$ cat src/rtl/mem_stage.sv
// Memory stage of the 5-stage RISC-V pipeline: word loads/stores over a req/ack
// data-memory bus with upstream stall, timeout, sticky error and registered writeback.

package mem_stage_pkg;
  typedef struct packed {
    logic [31:0] alu_result;
    logic [31:0] write_data;
    logic        mem_write;
    logic        reg_write;
    logic [4:0]  rd;
    logic        mem_read;
  } ex_to_mem_s;
endpackage

module mem_stage #(
  parameter int TIMEOUT_CYCLES = 16
) (
  input  logic                      clk,
  input  logic                      rst,
  input  mem_stage_pkg::ex_to_mem_s ex_to_mem,
  output logic                      dmem_req,
  output logic                      dmem_we,
  output logic [31:0]               dmem_addr,
  output logic [31:0]               dmem_wdata,
  input  logic                      dmem_ack,
  input  logic [31:0]               dmem_rdata,
  output logic                      stall_mem,
  output logic [31:0]               bp_mem,
  output logic [31:0]               wb_result,
  output logic [4:0]                wb_rd,
  output logic                      wb_reg_write,
  output logic                      mem_err
);

  localparam int                CNT_W   = $clog2(TIMEOUT_CYCLES) + 1;
  localparam logic [CNT_W-1:0]  CNT_MAX = CNT_W'(TIMEOUT_CYCLES);

  typedef enum logic {
    S_IDLE = 1'b0,
    S_BUSY = 1'b1
  } state_t;

  state_t           r_state;
  state_t           w_next_state;
  logic [CNT_W-1:0] r_cnt;

  // Request latched on entry to BUSY; the bus is driven from here while waiting.
  logic [31:0] r_addr;
  logic [31:0] r_wdata;
  logic        r_we;
  logic [4:0]  r_rd;
  logic        r_reg_write;

  logic [31:0] r_wb_result;
  logic [4:0]  r_wb_rd;
  logic        r_wb_reg_write;
  logic        r_mem_err;

  logic        w_mem_op;
  logic        w_aligned;
  logic        w_req;
  logic        w_we;
  logic [31:0] w_addr;
  logic [31:0] w_wdata;
  logic        w_stall;
  logic [4:0]  w_cur_rd;
  logic        w_cur_reg_write;
  logic        w_complete;
  logic        w_wait_start;
  logic        w_timeout;
  logic        w_misalign;

  assign w_mem_op  = ex_to_mem.mem_read | ex_to_mem.mem_write;
  assign w_aligned = (ex_to_mem.alu_result[1:0] == 2'b00);

  always_comb begin
    // NOTE: every signal gets a default before the case so no path can infer a latch.
    w_next_state    = r_state;
    w_req           = 1'b0;
    w_we            = ex_to_mem.mem_write;
    w_addr          = ex_to_mem.alu_result;
    w_wdata         = ex_to_mem.write_data;
    w_cur_rd        = ex_to_mem.rd;
    w_cur_reg_write = ex_to_mem.reg_write;
    w_stall         = 1'b0;
    w_complete      = 1'b0;
    w_wait_start    = 1'b0;
    w_timeout       = 1'b0;
    w_misalign      = 1'b0;

    case (r_state)
      S_IDLE: begin
        if (w_mem_op) begin
          if (!w_aligned) begin
            w_misalign = 1'b1;
          end else begin
            w_req = 1'b1;
            if (dmem_ack) begin
              w_complete = 1'b1;
            end else begin
              w_wait_start = 1'b1;
              w_stall      = 1'b1;
              w_next_state = S_BUSY;
            end
          end
        end
      end
      S_BUSY: begin
        w_req           = 1'b1;
        w_we            = r_we;
        w_addr          = r_addr;
        w_wdata         = r_wdata;
        w_cur_rd        = r_rd;
        w_cur_reg_write = r_reg_write;
        if (dmem_ack) begin
          w_complete   = 1'b1;
          w_next_state = S_IDLE;
        end else if (r_cnt == CNT_MAX) begin
          // Abandon: release upstream now, request drops on the next cycle.
          w_timeout    = 1'b1;
          w_next_state = S_IDLE;
        end else begin
          w_stall = 1'b1;
        end
      end
      default: w_next_state = S_IDLE;
    endcase

    if (rst) begin
      w_req   = 1'b0;
      w_stall = 1'b0;
    end
  end

  always_ff @(posedge clk or posedge rst) begin
    if (rst) begin
      r_state        <= S_IDLE;
      r_cnt          <= '0;
      r_addr         <= '0;
      r_wdata        <= '0;
      r_we           <= 1'b0;
      r_rd           <= '0;
      r_reg_write    <= 1'b0;
      r_wb_result    <= '0;
      r_wb_rd        <= '0;
      r_wb_reg_write <= 1'b0;
      r_mem_err      <= 1'b0;
    end else begin
      // NOTE: non-blocking assignments so every register samples pre-edge values.
      r_state <= w_next_state;
      if (w_complete) begin
        r_wb_result    <= w_we ? w_addr : dmem_rdata;
        r_wb_rd        <= w_cur_rd;
        r_wb_reg_write <= w_cur_reg_write & ~w_we;
      end else if (w_wait_start) begin
        r_addr         <= ex_to_mem.alu_result;
        r_wdata        <= ex_to_mem.write_data;
        r_we           <= ex_to_mem.mem_write;
        r_rd           <= ex_to_mem.rd;
        r_reg_write    <= ex_to_mem.reg_write;
        r_cnt          <= CNT_W'(1);
        r_wb_reg_write <= 1'b0;
      end else if (r_state == S_BUSY) begin
        r_wb_reg_write <= 1'b0;
        if (w_timeout) begin
          r_mem_err <= 1'b1;
        end else if (r_cnt != CNT_MAX) begin
          r_cnt <= r_cnt + 1'b1;
        end
      end else if (w_misalign) begin
        r_mem_err      <= 1'b1;
        r_wb_reg_write <= 1'b0;
      end else begin
        r_wb_result    <= ex_to_mem.alu_result;
        r_wb_rd        <= ex_to_mem.rd;
        r_wb_reg_write <= ex_to_mem.reg_write;
      end
    end
  end

  assign dmem_req     = w_req;
  assign dmem_we      = w_we;
  assign dmem_addr    = w_addr;
  assign dmem_wdata   = w_wdata;
  assign stall_mem    = w_stall;
  assign bp_mem       = ex_to_mem.alu_result;
  assign wb_result    = r_wb_result;
  assign wb_rd        = r_wb_rd;
  assign wb_reg_write = r_wb_reg_write;
  assign mem_err      = r_mem_err;

endmodule
$ cat config.mk
export PLATFORM = sky130hd
export DESIGN_NAME = mem_stage
export DESIGN_NICKNAME = d
export VERILOG_FILES = /design/src/rtl/mem_stage.sv
export SDC_FILE = /design/constraint.sdc
export NUM_CORES = 1
export LEC_CHECK = 0
export CAP_MARGIN = 20
export CORE_ASPECT_RATIO = 0.75
export CORE_MARGIN = 2
export CORE_UTILIZATION = 37
export CTS_BUF_LIST = sky130_fd_sc_hd__clkbuf_16
export DETAILED_ROUTE_END_ITERATION = 10
export DONT_BUFFER_PORTS = 1
export PLACE_DENSITY = 0.6
export SLEW_MARGIN = 20
export SYNTH_ARGS = -nofsm -noshare
export SYNTH_HDL_FRONTEND = slang
export SYNTH_SLANG_ARGS = --single-unit
$ cat constraint.sdc
create_clock -name clk -period 6.8 [get_ports clk]
set_input_delay 0.68 -clock clk [delete_from_list [all_inputs] [get_ports clk]]
set_output_delay 0.68 -clock clk [all_outputs]
set_load 0.02 [all_outputs]
==> flow_metrics.py <==
metrics = {
    "setup_path": {
        "cp.required_ns": 6.12,
        "cpMaxStageDelayCell": "dfrtp_4",
        "reg2reg_to": "wb_result[21]$_DFFE_PP0P_",
        "cp_slowest_stage_delay_ns": 1.03,
        "endpoint": "stall_mem",
        "r2r_setup_slack_ns": 3.54,
        "crit_chain": "buf_4 -> nand2_1 -> a22oi_1 -> and2_1",
        "end_kind": "primary output",
        "critPathMaxFanout": 82,
        "r2r_cells": 4,
        "r2r_start": "r_state$_DFF_PP0_",
        "start_kind": "flip-flop",
        "crit_type": "reg2out",
        "cp-startpoint": "r_state$_DFF_PP0_",
        "cp.arrival_ns": 2.93,
    },
    "synth": {
        "syn_inst": 769,
        "ys_async_sr_fraction_pct": 100,
        "ys.flop_type": "dfrtp_1",
        "syn_avg_cell_area_um2": 9.10,
        "synth_fp_nets": 878,
        "ys_ff_latch": 116,
        "synth_cell_types": 38,
        "ys_seq_area_share_pct": 41.5,
        "yosys_warnings": 0,
        "syn_area_um2": 6990,
        "synth_enable_flop_cells": 0,
    },
    "clock_network": {
        "postCtsSetupRepairBufs": 0,
        "htree_levels": 4,
        "cts_buffers": 17,
        "clock-root-buffer": "clkbuf_16",
        "clkSinkCount": 116,
        "clkTransAtPathRegs_ns": 0.05,
        "cts_resized": 0,
        "cts_tree": "done",
        "hold_buffers": 0,
        "clkLatencyLatePin_ns": 0.41,
        "clockBufferDepth": 2,
    },
    "final_layout": {
        "drive_gt1_share_pct": 19.9,
        "final_cell_mix": "nand2_1, dfrtp_1, mux2_2",
        "antenna_cells": 0,
        "area_growth_syn_to_layout_pct": 5.38,
        "num-fill-cells": 1873,
        "nets": 812,
        "regArea_um2": 2910,
        "multiInputGateArea_um2": 3520,
        "layout_commonest_cell": "nand2_1",
    },
    "routing": {
        "viasPerCell": 5.45,
        "drt_pass1_iterations": 4,
        "wire_per_inst_um": 19.6,
        "drc_errors": 0,
        "first_iter_violations": 345,
        "ant_nets": 0,
        "wl_um": 18900,
        "route.vias.total": 5247,
    },
    "power": {
        "intPower_w": 0.00184,
        "p_per_area_nw_per_um2": 420,
        "switching_share_pct": 40.4,
        "p_comb_share_pct": 29.8,
        "p_seq_share_pct": 43.0,
        "power_leakage_nw": 3.25,
        "p_clk_share_pct": 27.2,
        "p_sw_w": 0.00125,
        "ir_drop_mv": 0.156,
        "total_power_w": 0.00309,
    },
    "timing": {
        "hold_viol_final": 0,
        "max_freq_mhz": 277,
        "finalMaxSlewViolations": 0,
        "rsz0062_at_grt": "false",
        "slew_headroom_pct": 35.0,
        "setup_viol": 0,
        "tns_ns": 0,
        "fin_skew_ns": 0.0115,
        "final.period_utilization_pct": 53.2,
        "min_period_ns": 3.61,
        "worstMarginPinSlew_ns": 0.975,
    },
    "global_route": {
        "grt_max_degree": 83,
        "grt.overflow.total": 0,
        "gr-usage-all-layers_pct": 19.0,
        "antenna_found_initial": 0,
        "grt_pass1_vias": 5118,
        "grt_pass1_wl_um": 29200,
    },
    "placement": {
        "gp_congestion": 0.784,
        "dp_hpwl_um": 12200,
        "port_buffers": 0,
    },
    "floorplanning": {
        "rows": 43,
        "dieArea_um2": 20000,
        "initial_core_util_pct": 37.8,
        "io_pins": 245,
        "die_width_um": 163,
        "die_h_um": 123,
        "coreArea_um2": 18500,
    },
    "outcome": {
        "status": "completed",
    },
    "min_path": {
        "hp-class": "in2async",
    },
    "run": {
        "cap_violations": 0,
    },
}
==> cells by family (layout without fill, tap and decap cells) <==
| group | Yosys count | count (layout) | share of synthesized area (%) |
|---|---|---|---|
| AND/OR/NAND/NOR | 304 | 304 | 17.5 |
| multiplexers | 134 | 134 | 20.9 |
| flip-flops | 116 | 116 | 41.5 |
| AO/OA/AOI/OAI | 111 | 111 | 10.7 |
| buffers and inverters | 98 | 44 | 8.55 |
| XOR/XNOR | 4 | 4 | 0.501 |
| adder cells (fa/ha/maj) | 2 | 2 | 0.358 |
==> metrics by stage <==
step	util (%)	hold slack, ns	std cells	instance area [um^2]	setup slack (ns)
floorplan	-	0.439	769	6990	2.55
global placement	36.9	0.456	931	6820	3.60
detailed placement	36.9	0.460	931	6820	3.59
CTS	39.8	0.138	962	7370	3.14
global route	39.8	0.158	962	7370	2.98
finish	39.8	0.135	962	7370	3.19
==> sequential cells by signal, summed over array words and instances, names as in the netlist <==
register      count
r_wdata          32
r_addr           32
mem_err           1
r_rd              5
wb_reg_write      1
r_reg_write       1
r_cnt             5
r_state           1
wb_rd             5
r_we              1
wb_result        32
==> how the worst min path moves through the flow <==
stage / startpoint / slack (ns) / cells after the start / to
6_report: rst / 0.14 / 1 / r_addr[3]$_DFFE_PP0P_
5_1_grt: rst / 0.16 / 1 / r_addr[3]$_DFFE_PP0P_
4_1_cts: rst / 0.14 / 1 / r_addr[3]$_DFFE_PP0P_
3_5_place_dp: r_wdata[26]$_DFFE_PP0P_ / 0.46 / 2 / r_wdata[26]$_DFFE_PP0P_
3_3_place_gp: r_wdata[29]$_DFFE_PP0P_ / 0.46 / 2 / r_wdata[29]$_DFFE_PP0P_
2_1_floorplan: r_wdata[0]$_DFFE_PP0P_ / 0.44 / 2 / r_wdata[0]$_DFFE_PP0P_
==> routing by layer <==
metal	track usage, %	up-vias	routed length (um)
met2	29.1	221	8300
met4	5.75	0	220
met3	6.71	18	1780
met5	0	-	0
met1	25.4	2530	8580
li1	-	2478	-
==> cell type report <==
type	count	area share, %
Tap cell	247	4.19
Inverter	4	0.238
Multi-Input combinational cell	555	47.8
Sequential cell	116	39.5
Timing Repair Buffer	9	0.917
Clock inverter	14	1.68
Clock buffer	17	5.77
==> cell usage after synthesis (all sizes together) (2+ instances only) <==
| cell type | number | area [um^2] |
|---|---|---|
| nand4b | 2 | 17.5 |
| nand2 | 246 | 923 |
| buf | 83 | 542 |
| nand3 | 3 | 15.0 |
| o21ai | 7 | 38.8 |
| dfrtp | 116 | 2900 |
| ha | 2 | 25.0 |
| clkbuf | 11 | 41.3 |
| o2111ai | 32 | 280 |
| a31oi | 31 | 194 |
| xor2 | 3 | 26.3 |
| nor2 | 38 | 143 |
| and3b | 2 | 17.5 |
| and2 | 4 | 25.0 |
| a21oi | 35 | 175 |
| mux2i | 38 | 380 |
| or2 | 2 | 15.0 |
| inv | 4 | 15.0 |
| mux2 | 96 | 1080 |
==> worst max-delay path, delay by kind of cell, from the launching register on <==
family / cells / cell delay (ns)
AOI/OAI and AO/OA: 1 / 0.20
DFF: 1 / 1.03
buffers and inverters: 1 / 0.76
and+or+nand+nor: 2 / 0.42
==> power groups by stage <==
stage               registers, W  logic (W)  clock network [W]
floorplan                0.00120   0.000903                  0
detailed placement       0.00134   0.000930                  0
global placement         0.00134   0.000909                  0
finish                   0.00133   0.000923           0.000840
global route             0.00137    0.00103           0.000893
CTS                      0.00133   0.000931           0.000864
(Power assumes the default switching activity.)
